### src/rtl/tile_pixel_gen.sv
// Streams every pixel of one 40x40 tile in raster order: absolute and tile-relative
// coordinates plus the linear frame-buffer address, with valid/ready backpressure.
module tile_pixel_gen #(
    parameter int TILE_W   = 40,
    parameter int TILE_H   = 40,
    parameter int TILES_X  = 16,
    parameter int TILES_Y  = 12,
    parameter int SCREEN_W = 640
) (
    input  logic        Clk,
    input  logic        Reset,
    input  logic        req_valid,
    output logic        req_ready,
    input  logic [3:0]  tile_x,
    input  logic [3:0]  tile_y,
    output logic        pix_valid,
    input  logic        pix_ready,
    output logic [9:0]  draw_x,
    output logic [9:0]  draw_y,
    output logic [5:0]  rel_x,
    output logic [5:0]  rel_y,
    output logic [18:0] fb_addr,
    output logic        pix_last,
    output logic        done,
    output logic        err
);

    // Handshakes: a transfer happens on a rising edge where valid && ready; a
    // producer holding valid keeps its payload stable until that edge.
    typedef enum logic [2:0] {IDLE, LOAD, RUN, DONE, ERR} state_t;

    state_t      state, state_next;
    logic [3:0]  tx_q, ty_q;
    logic [9:0]  base_x, base_y;
    logic [18:0] row_addr;
    logic [9:0]  load_x, load_y;
    logic [18:0] load_row;
    logic [5:0]  rel_x_next, rel_y_next;
    logic [18:0] row_next;
    logic [9:0]  draw_x_next, draw_y_next;
    logic        accept, beat, end_row, end_tile, bad_tile;

    assign accept   = (state == IDLE) && req_valid;
    assign beat     = (state == RUN) && pix_ready;
    assign end_row  = (rel_x == 6'(TILE_W - 1));
    assign end_tile = end_row && (rel_y == 6'(TILE_H - 1));
    assign bad_tile = ({1'b0, tile_x} >= 5'(TILES_X)) || ({1'b0, tile_y} >= 5'(TILES_Y));

    // Shift-add forms of x*40 and y*640 keep multipliers out of the netlist.
    assign load_x   = {1'b0, tx_q, 5'b0} + {3'b0, tx_q, 3'b0};
    assign load_y   = {1'b0, ty_q, 5'b0} + {3'b0, ty_q, 3'b0};
    assign load_row = {load_y, 9'b0} + {2'b0, load_y, 7'b0};

    assign rel_x_next  = end_row ? 6'd0 : rel_x + 6'd1;
    assign rel_y_next  = end_row ? rel_y + 6'd1 : rel_y;
    assign row_next    = end_row ? row_addr + 19'(SCREEN_W) : row_addr;
    assign draw_x_next = base_x + {4'b0, rel_x_next};
    assign draw_y_next = base_y + {4'b0, rel_y_next};

    always_ff @(posedge Clk) begin
        if (Reset) state <= IDLE;
        else       state <= state_next;
    end

    always_comb begin
        state_next = state;
        case (state)
            IDLE:    if (accept) state_next = bad_tile ? ERR : LOAD;
            LOAD:    state_next = RUN;
            RUN:     if (beat && end_tile) state_next = DONE;
            DONE:    state_next = IDLE;
            ERR:     state_next = IDLE;
            default: state_next = IDLE;
        endcase
    end

    always_ff @(posedge Clk) begin
        if (Reset) begin
            tx_q     <= '0;
            ty_q     <= '0;
            base_x   <= '0;
            base_y   <= '0;
            row_addr <= '0;
            rel_x    <= '0;
            rel_y    <= '0;
            draw_x   <= '0;
            draw_y   <= '0;
            fb_addr  <= '0;
        end else begin
            case (state)
                IDLE: begin
                    if (accept) begin
                        tx_q <= tile_x;
                        ty_q <= tile_y;
                    end
                end
                LOAD: begin
                    base_x   <= load_x;
                    base_y   <= load_y;
                    row_addr <= load_row;
                    rel_x    <= '0;
                    rel_y    <= '0;
                    draw_x   <= load_x;
                    draw_y   <= load_y;
                    fb_addr  <= load_row + {9'b0, load_x};
                end
                RUN: begin
                    // The final beat leaves the outputs holding the last pixel.
                    if (beat && !end_tile) begin
                        rel_x    <= rel_x_next;
                        rel_y    <= rel_y_next;
                        row_addr <= row_next;
                        draw_x   <= draw_x_next;
                        draw_y   <= draw_y_next;
                        fb_addr  <= row_next + {9'b0, draw_x_next};
                    end
                end
                default: ;
            endcase
        end
    end

    assign req_ready = (state == IDLE);
    assign pix_valid = (state == RUN);
    assign pix_last  = (state == RUN) && end_tile;
    assign done      = (state == DONE);
    assign err       = (state == ERR);

endmodule

### config.mk
export PLATFORM = sky130hd
export DESIGN_NAME = tile_pixel_gen
export DESIGN_NICKNAME = d
export VERILOG_FILES = /design/src/rtl/tile_pixel_gen.sv
export SDC_FILE = /design/constraint.sdc
export NUM_CORES = 1
export LEC_CHECK = 0
export ABC_AREA = 1
export ABC_CLOCK_PERIOD_IN_PS = 3800
export CORE_ASPECT_RATIO = 1.5
export CORE_MARGIN = 2
export CORE_UTILIZATION = 56
export DETAILED_ROUTE_END_ITERATION = 16
export GPL_TIMING_DRIVEN = 0
export HOLD_SLACK_MARGIN = 0.08
export PLACE_DENSITY = 0.9
export SKIP_LAST_GASP = 1
export SLEW_MARGIN = 0
export SYNTH_ARGS = -nofsm -noshare
export SYNTH_HDL_FRONTEND = slang
export SYNTH_SLANG_ARGS = --single-unit
### constraint.sdc
create_clock -name Clk -period 3.8 [get_ports Clk]
set_clock_uncertainty 0.05 [all_clocks]
set_input_delay 0.38 -clock Clk [delete_from_list [all_inputs] [get_ports Clk]]
set_output_delay 0.38 -clock Clk [all_outputs]
set_load 0.05 [all_outputs]
---- After elaboration in Yosys (flattened, before gate mapping) ----
Cells that the tools add are included.
operators by class
  add/subtract/negate cells ............... 10
  $lt $le $gt $ge ......................... 1
  equality and inequality tests ........... 9
  multiplexer cells ....................... 19
  reductions and logical operators ........ 12
operators with widths
  operator                                                count
  one-hot mux 19 bit (2 select lines)                     2
  2-to-1 mux 19 bit                                       3
  one-hot mux 10 bit (2 select lines)                     2
  adder 19 x 10 -> 19 bit                                 2
  2-to-1 mux 6 bit                                        4
  one-hot mux 6 bit (2 select lines)                      2
  adder 10 x 6 -> 10 bit                                  2
  adder 9 x 7 -> 10 bit                                   2
  2-to-1 mux 10 bit                                       2
  adder 19 x 10 -> 19 bit (second input constant)         1
  adder 19 x 17 -> 19 bit                                 1
  adder 6 x 1 -> 6 bit (second input constant)            2
  equality test 6 bit (second input constant)             2
  2-to-1 mux 3 bit                                        3
  one-hot mux 3 bit (3 select lines)                      1
  equality test 3 x 2 -> 1 bit (second input constant)    2
  logical AND 1 bit                                       6
  inequality test 2 x 1 -> 1 bit (second input constant)  3
  AND reduction 2 bit                                     3
  >= comparator 4 bit (second input constant)             1
  equality test 3 x 1 -> 1 bit (second input constant)    1
  equality test 3 bit (second input constant)             1
  zero test 3 bit                                         1
  nonzero test 2 bit                                      1
  zero test 1 bit                                         1
word-level totals
  register bits ........................... 101
  output and inout port bits .............. 56
  word-level logic and storage cells ...... 62

---- Longest topological paths before layout ----
Gate-level depths: netlist (run 1).
  depth in word-level cells ............... 6
  gate-level depth with buffers ........... 22
  depth with buffers taken out ............ 22

---- Least setup slack after synthesis (run 1) ----
No wires, ideal clock.
  path type ............................... register to register
  from .................................... register, netlist name draw_x[0]
  to ...................................... register fb_addr[11]
  arrival time ............................ 3.401 ns
  path slack .............................. 0.228 ns
  stages on the path, launching flop included .. 20
  clock period less this slack ............ 3.572 ns
  cells stage by stage .................... dfxtp_1 > ha_1 > nand2_2 > nor2_4 > nand2_4 > nand2_1 > a21oi_1 > ha_1 > fa_1 > nand3_1 > nand2_1 > xor2_1 > inv_1 > ha_1 > a21oi_1 > inv_1 > a21boi_2 > nor2_1 > o21ai_0 > a21oi_1
RTL lines
  what                  line  source
  to (signal assigned)  105   fb_addr <= load_row + {9'b0, load_x};
  to (signal assigned)  115   fb_addr <= row_next + {9'b0, draw_x_next};
  to (decl)             22    output logic [18:0] fb_addr,

==> results.json, run 1 <==
{
  "run_status": "complete, no violations",
  "path_clk_slew_ps": 70,
  "timing.critical_path.slowest_stage_cell": "sky130_fd_sc_hd__fa_2",
  "route.detailed.wl_per_inst_um": 17.4,
  "die_outline_area_um2": 9760,
  "peakVddDrop_mv": 0.367,
  "synth_seq_area_share_pct": 32.7,
  "h-tree-depth": 3,
  "finalCriticalPeriod_ps": 3580,
  "detailedRoute.firstPassIterationCount": 6,
  "die_height_um": 120,
  "critical_path_peak_fanout": 10,
  "p_int_w": 0.00203,
  "slowest_delay_ps": 400,
  "clock-sinks": 82,
  "series_of_cell_instances_along_the_critical_path": "ha_2, nand2_2, nor2_4, nand2_4, nand2_1, a21oi_2, ha_1, fa_2, nand3_1, nand2_1, xor2_2, inv_1, ha_1, a21oi_1, inv_1, a21boi_4, nor2_1, o21ai_0, a21oi_1",
  "synthArstFlopShare_pct": 0,
  "power.static_leakage_nw": 2.63,
  "clock_tree_from_tritoncts": "done",
  "p_seq_share_pct": 32.1,
  "timing.max_cap.violations": 0,
  "floorplan.rows": 42,
  "tightestPinTransition_ps": 874,
  "unrepaired_setup_endpoints_after_global_routing": "false",
  "std_cell_core_area_um2": 8780,
  "detailed_place.area_um2": 5820,
  "grt_overflow": 0,
  "hold_vio_cnt_final": 0,
  "synth.cell_area_um2": 5030,
  "antenna_violating_nets_post_route": 0,
  "power.share.clock_pct": 24.9,
  "synth.ff_latch_count": 82,
  "power.density_nw_per_um2": 586,
  "area_growth_from_synthesis_to_layout_pct": 22.4,
  "holdCritPathClass": "reg -> reg",
  "final_layout_size_suffix_gt1_share_pct": 10.9,
  "drt_first_iter_violations": 485,
  "number_of_distinct_library_cell_variants_in_the_gate_level_netlist_after_synthesis": 44,
  "vias_per_cell": 5.88,
  "first_global_vias": 5080,
  "cts-buffers-inserted": 9,
  "cp_data_required_time_ps": 3980,
  "finish.instance_area_um2": 6150,
  "buffer_type_at_the_clock_tree_root": "sky130_fd_sc_hd__clkbuf_16",
  "grt_max_degree": 16,
  "final_min_period_over_clock_period_pct": 94.2,
  "grt_first_pass_wirelength_mm": 24.9,
  "chipWidth_um": 81.4,
  "synth_area_per_cell_um2": 6.94,
  "finalSetupViolations": 0,
  "finalWorstSetupSlack_ps": 221,
  "largest_family_of_logic_cells_by_synthesized_area": "simple AND/OR/NAND/NOR gates",
  "yosys.area_share.xor_xnor_pct": 2.44,
  "r2r.worst_path.cells": 19,
  "clock_insertion_delay_worst_skew_ps": 350,
  "combined_global_route_utilization_of_all_metal_layers_pct": 33.5,
  "maximum_clock_insertion_buffer_count": 2,
  "preCtsSetupSlack_ps": -78.4,
  "setup.worst_path.end_class": "flip-flop",
  "power.combinational.fraction_pct": 43.0,
  "max_freq_mhz": 279,
  "layout.nets": 839,
  "dp_hpwl_mm": 11.7,
  "start_util_pct": 57.3,
  "antenna_violations_before_repair": 0,
  "yosysWarnings": 0,
  "synth_mux_area_share_pct": 0,
  "route.detailed.drc": 0,
  "post_synth_simple_gate_area_pct": 26.9,
  "detailroute.via_count": 5390,
  "port-buffer-count": 66,
  "setup.worst_path.class": "reg -> reg",
  "postSynth.topFlopCell": "sky130_fd_sc_hd__dfxtp_1",
  "routabilityCongestion": 0.954,
  "worstSetupStartpointType": "flip-flop",
  "n_antenna_cell": 0,
  "ctsHoldBuffers": 0,
  "report.final.slew_viol_count": 0,
  "synth_fa_ha_area_share_pct": 7.22,
  "timing.critical_path.arrival_ps": 3760,
  "syn-num-nets": 762,
  "net_switching_component_of_the_power_w": 0.00157,
  "synthesis.instances": 724,
  "synth-compound-area-share_pct": 19.7,
  "hold_critical_path_depth": 2,
  "drt-total-wl_mm": 15.9,
  "n_fill_cell": 723,
  "synth_enable_flop_cells": 0,
  "io_pins": 68,
  "power.share.switching_pct": 43.7,
  "slew_headroom_pct": 41.4
}
power by group through the flow:
stage,combinational (W),sequential (W),clock [W]
after floorplan,0.000768,0.00144,0
after global placement,0.00148,0.00116,0
after detailed placement,0.00151,0.00117,0
after CTS,0.00152,0.00115,0.000899
after global routing,0.00166,0.00117,0.000937
final,0.00155,0.00116,0.000897
through the flow:
stage / util, % / power [W] / cells / hold slack (ps) / setup TNS [ps]
final: 70.1 / 0.00360 / 916 / 415 / 0
after global routing: 70.1 / 0.00377 / 916 / 437 / 0
after CTS: 69.9 / 0.00357 / 916 / 420 / 0
after detailed placement: 66.4 / 0.00268 / 900 / 411 / -127
after global placement: 66.4 / 0.00264 / 900 / 405 / 0
after floorplan: - / 0.00221 / 724 / 395 / 0
what timing repair did:
action,CTS,global route
endpoints found under the setup margin,4,7
setup buffers,0,0
gates resized for setup,3,4
registers in the layout (all words and copies together) (netlist names):
signal and count:
draw_x 10, base_x 7, state 3, ty_q 4
rel_y 3, base_y 7, rel_x 3, tx_q 4
fb_addr 19, draw_y 10, row_addr 12
logic make-up (layout without fill, tap and decap cells):
group	Yosys count	in the layout
and+or+nand+nor	296	296
buffers and inverters	127	209
other	1	1
adders and majority gates	26	26
xor gates and xnor gates	14	14
DFF	82	82
AOI/OAI and AO/OA	178	178
final timing paths:
path                            slack [ps]                     from                        to
worst max-delay path                   220   draw_x[0]$_SDFFE_PP0P_  fb_addr[11]$_SDFFE_PP0P_
worst min-delay path                   410  fb_addr[3]$_SDFFE_PP0P_   fb_addr[3]$_SDFFE_PP0P_
worst max register to register         220   draw_x[0]$_SDFFE_PP0P_  fb_addr[11]$_SDFFE_PP0P_
worst min register to register         410  fb_addr[3]$_SDFFE_PP0P_   fb_addr[3]$_SDFFE_PP0P_
cell usage after synthesis, types with 11 or more instances:
library cell               instances  area (um2)
sky130_fd_sc_hd__nand4_1          11        68.8
sky130_fd_sc_hd__a21oi_1          77         385
sky130_fd_sc_hd__nand3_1          37         185
sky130_fd_sc_hd__nor3_1           13        65.1
sky130_fd_sc_hd__o21ai_0          66         330
sky130_fd_sc_hd__inv_1            81         304
sky130_fd_sc_hd__xor2_1           13         114
sky130_fd_sc_hd__ha_1             21         263
sky130_fd_sc_hd__nand2_1         160         601
sky130_fd_sc_hd__clkbuf_1         15        56.3
sky130_fd_sc_hd__dfxtp_1          82        1640
sky130_fd_sc_hd__nor2_1           46         173
placed cells by master (no fill, tap or decap), types with 7 or more instances in the layout:
cell / n
sky130_fd_sc_hd__clkbuf_16: 9
sky130_fd_sc_hd__nand3_1: 37
sky130_fd_sc_hd__nand4_1: 11
sky130_fd_sc_hd__a31oi_1: 8
sky130_fd_sc_hd__nand2_1: 160
sky130_fd_sc_hd__nor2_4: 7
sky130_fd_sc_hd__dfxtp_1: 80
sky130_fd_sc_hd__xor2_1: 12
sky130_fd_sc_hd__ha_1: 20
sky130_fd_sc_hd__nor3_1: 13
sky130_fd_sc_hd__buf_4: 10
sky130_fd_sc_hd__clkdlybuf4s50_1: 66
sky130_fd_sc_hd__nor2_1: 46
sky130_fd_sc_hd__clkbuf_1: 15
sky130_fd_sc_hd__inv_2: 9
sky130_fd_sc_hd__inv_1: 81
sky130_fd_sc_hd__a21oi_1: 76
sky130_fd_sc_hd__o21ai_0: 66
critical path: cells and delay by family (launching register included):
kind | cells | cell delay (ps)
xor+xnor | 1 | 190
flops | 1 | 390
buf+inv | 2 | 170
compound gates | 5 | 750
fa+ha+maj | 4 | 1090
simple gates | 7 | 820
cell type report:
class,count,area [um2],area share [%]
clock inverters,7,76.3,1.24
well taps,110,138,2.24
clock buffers,9,225,3.66
multi-input cells,515,2860,46.4
plain buffers,36,210,3.42
inverters,91,343,5.57
flip-flops and latches,82,1640,26.7
repair buffers,66,661,10.7
layer usage:
| metal | global-route usage [%] | up-vias | part of all wire, % |
|---|---|---|---|
| met5 | 0 | - | 0 |
| met4 | 24.2 | 0 | 6.9 |
| met2 | 54.2 | 291 | 49 |
| li1 | - | 2529 | - |
| met1 | 38.8 | 2495 | 37 |
| met3 | 5.86 | 75 | 7.4 |
(Power assumes the default switching activity.)
==> inputs of run 2 (changes only) <==
- ABC_AREA: 1 -> default
==> run 2 against run 1 <==
Fmax shrank 4.7%. Global-route usage grew 1.6 points. Design area grew 4.2%. Area after synthesis decreased by 0.17%. Non-clock buffer count increased by 23. Sequential share of layout area fell by 0.93 points. Die area is 0.16% lower. Total power decreased by 36%. Synthesized cell count decreased by 15%. Core utilization up 2.9 points. Worst hold slack worse by 69 ps. Sequential power shrank 19%. Critical path type unchanged. Critical endpoint is now fb_addr[13]$_SDFFE_PP0P_. Largest power group is now registers.
==> results.json, run 2 <==
{
  "synthArstFlopShare_pct": 0,
  "setup.worst_path.class": "reg -> reg",
  "power.density_nw_per_um2": 358,
  "synth_seq_area_share_pct": 32.7,
  "path_clk_slew_ps": 70,
  "grt_first_pass_wirelength_mm": 25.9,
  "drt-total-wl_mm": 16.9,
  "whs_ps": 346,
  "power.static_leakage_nw": 2.42,
  "power.share.clock_pct": 37.3,
  "setup.worst_path.end_class": "flip-flop",
  "finalWorstSetupSlack_ps": 44.5,
  "combined_global_route_utilization_of_all_metal_layers_pct": 35.1,
  "ys_top_cells_by_count": "86 x sky130_fd_sc_hd__nand2_1, 82 x sky130_fd_sc_hd__dfxtp_1, 67 x sky130_fd_sc_hd__nor2_1, 63 x sky130_fd_sc_hd__a21oi_1, 29 x sky130_fd_sc_hd__o21ai_0",
  "p_int_w": 0.00155,
  "buffer_type_at_the_clock_tree_root": "sky130_fd_sc_hd__clkbuf_16",
  "tightestPinTransition_ps": 884,
  "finalSetupViolations": 0,
  "timing.max_cap.violations": 0,
  "floorplan.rows": 42,
  "cp_data_required_time_ps": 3960,
  "detailedRoute.firstPassIterationCount": 5,
  "dp_hpwl_mm": 11.8,
  "grt_max_degree": 15,
  "p_seq_share_pct": 41.0,
  "timing.critical_path.slowest_stage_cell": "sky130_fd_sc_hd__or3_4",
  "cts-buffers-inserted": 9,
  "yosysWarnings": 0,
  "routabilityCongestion": 0.970,
  "series_of_cell_instances_along_the_critical_path": "buf_6, inv_1, nor2_4, buf_6, nor2_1, ha_4, o211ai_1, or3_4, and2_4, inv_1, ha_2, a21oi_2, a21o_4, nor2_1, o21ai_1, xor2_1, o22ai_1",
  "h-tree-depth": 3,
  "first_global_vias": 5030,
  "final_layout_size_suffix_gt1_share_pct": 14.2,
  "power.share.switching_pct": 32.7,
  "synthesis.instances": 619,
  "die_height_um": 120,
  "n_fill_cell": 630,
  "grt_overflow": 0,
  "run_status": "complete, no violations",
  "mostFrequentLayoutCells": "86 x sky130_fd_sc_hd__nand2_1, 77 x sky130_fd_sc_hd__dfxtp_1, 66 x sky130_fd_sc_hd__clkdlybuf4s50_1",
  "layout.cells.most_common": "sky130_fd_sc_hd__nand2_1",
  "area_growth_from_synthesis_to_layout_pct": 27.7,
  "maximum_clock_insertion_buffer_count": 2,
  "chipWidth_um": 81.3,
  "synth_area_per_cell_um2": 8.11,
  "std_cell_core_area_um2": 8780,
  "route.detailed.drc": 0,
  "route.detailed.wl_per_inst_um": 20.5,
  "start_util_pct": 57.2,
  "report.final.slew_viol_count": 0,
  "yosysTopAreaCell": "sky130_fd_sc_hd__dfxtp_1",
  "die_outline_area_um2": 9750,
  "synth_area_leaders": "sky130_fd_sc_hd__dfxtp_1 33%, sky130_fd_sc_hd__nand2_1 6.4%, sky130_fd_sc_hd__a21oi_1 6.3%, sky130_fd_sc_hd__ha_1 5.2%, sky130_fd_sc_hd__nor2_1 5.0%",
  "clock-sinks": 82,
  "finalCriticalPeriod_ps": 3760,
  "timing.critical_path.arrival_ps": 3910,
  "finish.instance_area_um2": 6410,
  "detailed_place.area_um2": 5840,
  "synth.ff_latch_count": 82,
  "leading_cell_type_by_number_of_instances_after_synthesis": "sky130_fd_sc_hd__nand2_1",
  "preCtsSetupSlack_ps": -420,
  "antenna_violations_before_repair": 0,
  "critical_path_peak_fanout": 9,
  "worstSetupStartpointType": "flip-flop",
  "io_pins": 68,
  "largest_reg_flops": 19,
  "power.combinational.fraction_pct": 21.7,
  "final_min_period_over_clock_period_pct": 98.8,
  "fin_tns_setup_ps": 0,
  "synth_enable_flop_cells": 0,
  "drt_first_iter_violations": 601,
  "vias_per_cell": 6.31,
  "peakVddDrop_mv": 0.274,
  "port-buffer-count": 66,
  "synth.cell_area_um2": 5020,
  "register_with_the_highest_flop_count": "fb_addr",
  "largestRegisters": "fb_addr x19, row_addr x12",
  "layout.nets": 749,
  "critical_path.top_delay_family": "simple AND/OR/NAND/NOR gates",
  "critPathBufInv": 4,
  "postSynth.topFlopCell": "sky130_fd_sc_hd__dfxtp_1",
  "max_freq_mhz": 266,
  "holdCritPathClass": "in -> reg",
  "slew_headroom_pct": 40.8,
  "total_power_consumption_w": 0.00230,
  "yosysTopAreaCellShare_pct": 32.7,
  "syn-num-nets": 657,
  "detailroute.via_count": 5216,
  "n_antenna_cell": 0,
  "clock_tree_from_tritoncts": "done",
  "hold_vio_cnt_final": 0,
  "clock_insertion_delay_worst_skew_ps": 350,
  "net_switching_component_of_the_power_w": 0.000750,
  "ctsHoldBuffers": 0,
  "antenna_violating_nets_post_route": 0,
  "number_of_distinct_library_cell_variants_in_the_gate_level_netlist_after_synthesis": 76,
  "slowest_delay_ps": 440
}
run 2: cells by family after synthesis:
family                     Yosys count  synth area share, %
AOI/OAI and AO/OA                  161                 20.0
DFF                                 82                 32.7
and+or+nand+nor                    246                 25.0
buffers and inverters               56                 6.13
other                                1               0.0747
xor gates and xnor gates            46                 8.60
muxes                                1                0.200
adders and majority gates           26                 7.23
run 2: worst paths after layout:
path,cells after the start,slack [ps],endpoint,start
min,3,350,draw_x[6]$_SDFFE_PP0P_,Reset
min reg2reg,2,410,fb_addr[4]$_SDFFE_PP0P_,fb_addr[4]$_SDFFE_PP0P_
max reg2reg,17,40,fb_addr[13]$_SDFFE_PP0P_,rel_x[5]$_SDFFE_PP0P_
max,17,40,fb_addr[13]$_SDFFE_PP0P_,rel_x[5]$_SDFFE_PP0P_
run 2: power by group through the flow:
stage	registers (W)	clock network, W	logic (W)
final	0.000941	0.000857	0.000498
after global routing	0.000945	0.000888	0.000527
after CTS	0.000938	0.000854	0.000479
after detailed placement	0.000957	0	0.000474
after global placement	0.000955	0	0.000468
after floorplan	0.00103	0	0.000241
run 2: timing repair:
action | 4_1_cts | 5_1_grt
endpoints found under the hold margin | 0 | 0
gates resized for setup | 9 | 22
setup buffers | 5 | 11
endpoints found under the setup margin | 9 | 8
pin swaps | 4 | 12
run 2: cell type report:
| cell class | count | area [um2] | area share [%] |
|---|---|---|---|
| buffer | 43 | 251 | 3.92 |
| multi-input combinational | 481 | 3250 | 50.7 |
| sequential | 82 | 1650 | 25.8 |
| inverter | 12 | 45.0 | 0.703 |
| clock inverter | 5 | 37.5 | 0.586 |
| timing repair buffer | 82 | 785 | 12.2 |
| tap | 110 | 138 | 2.15 |
| clock buffer | 11 | 253 | 3.94 |
run 2: worst min-delay path, cell delays in order:
cell                       delay (ps)
sky130_fd_sc_hd__clkbuf_8         120
sky130_fd_sc_hd__inv_1             80
sky130_fd_sc_hd__o211a_1          110
run 2: through the flow:
stage / std cells / utilization, %
after global routing: 826 / 73.0
final: 826 / 73.0
after global placement: 795 / 66.5
after floorplan: 619 / -
after detailed placement: 795 / 66.5
after CTS: 816 / 70.8
run 2: layer usage:
layer  vias to the layer above  track usage [%]  routed length [um]
li1                       2363                -                   -
met2                       317             56.5                8350
met5                         -                0                   0
met1                      2452             43.2                6350
met3                        84             7.07                1320
met4                         0             18.8                 924
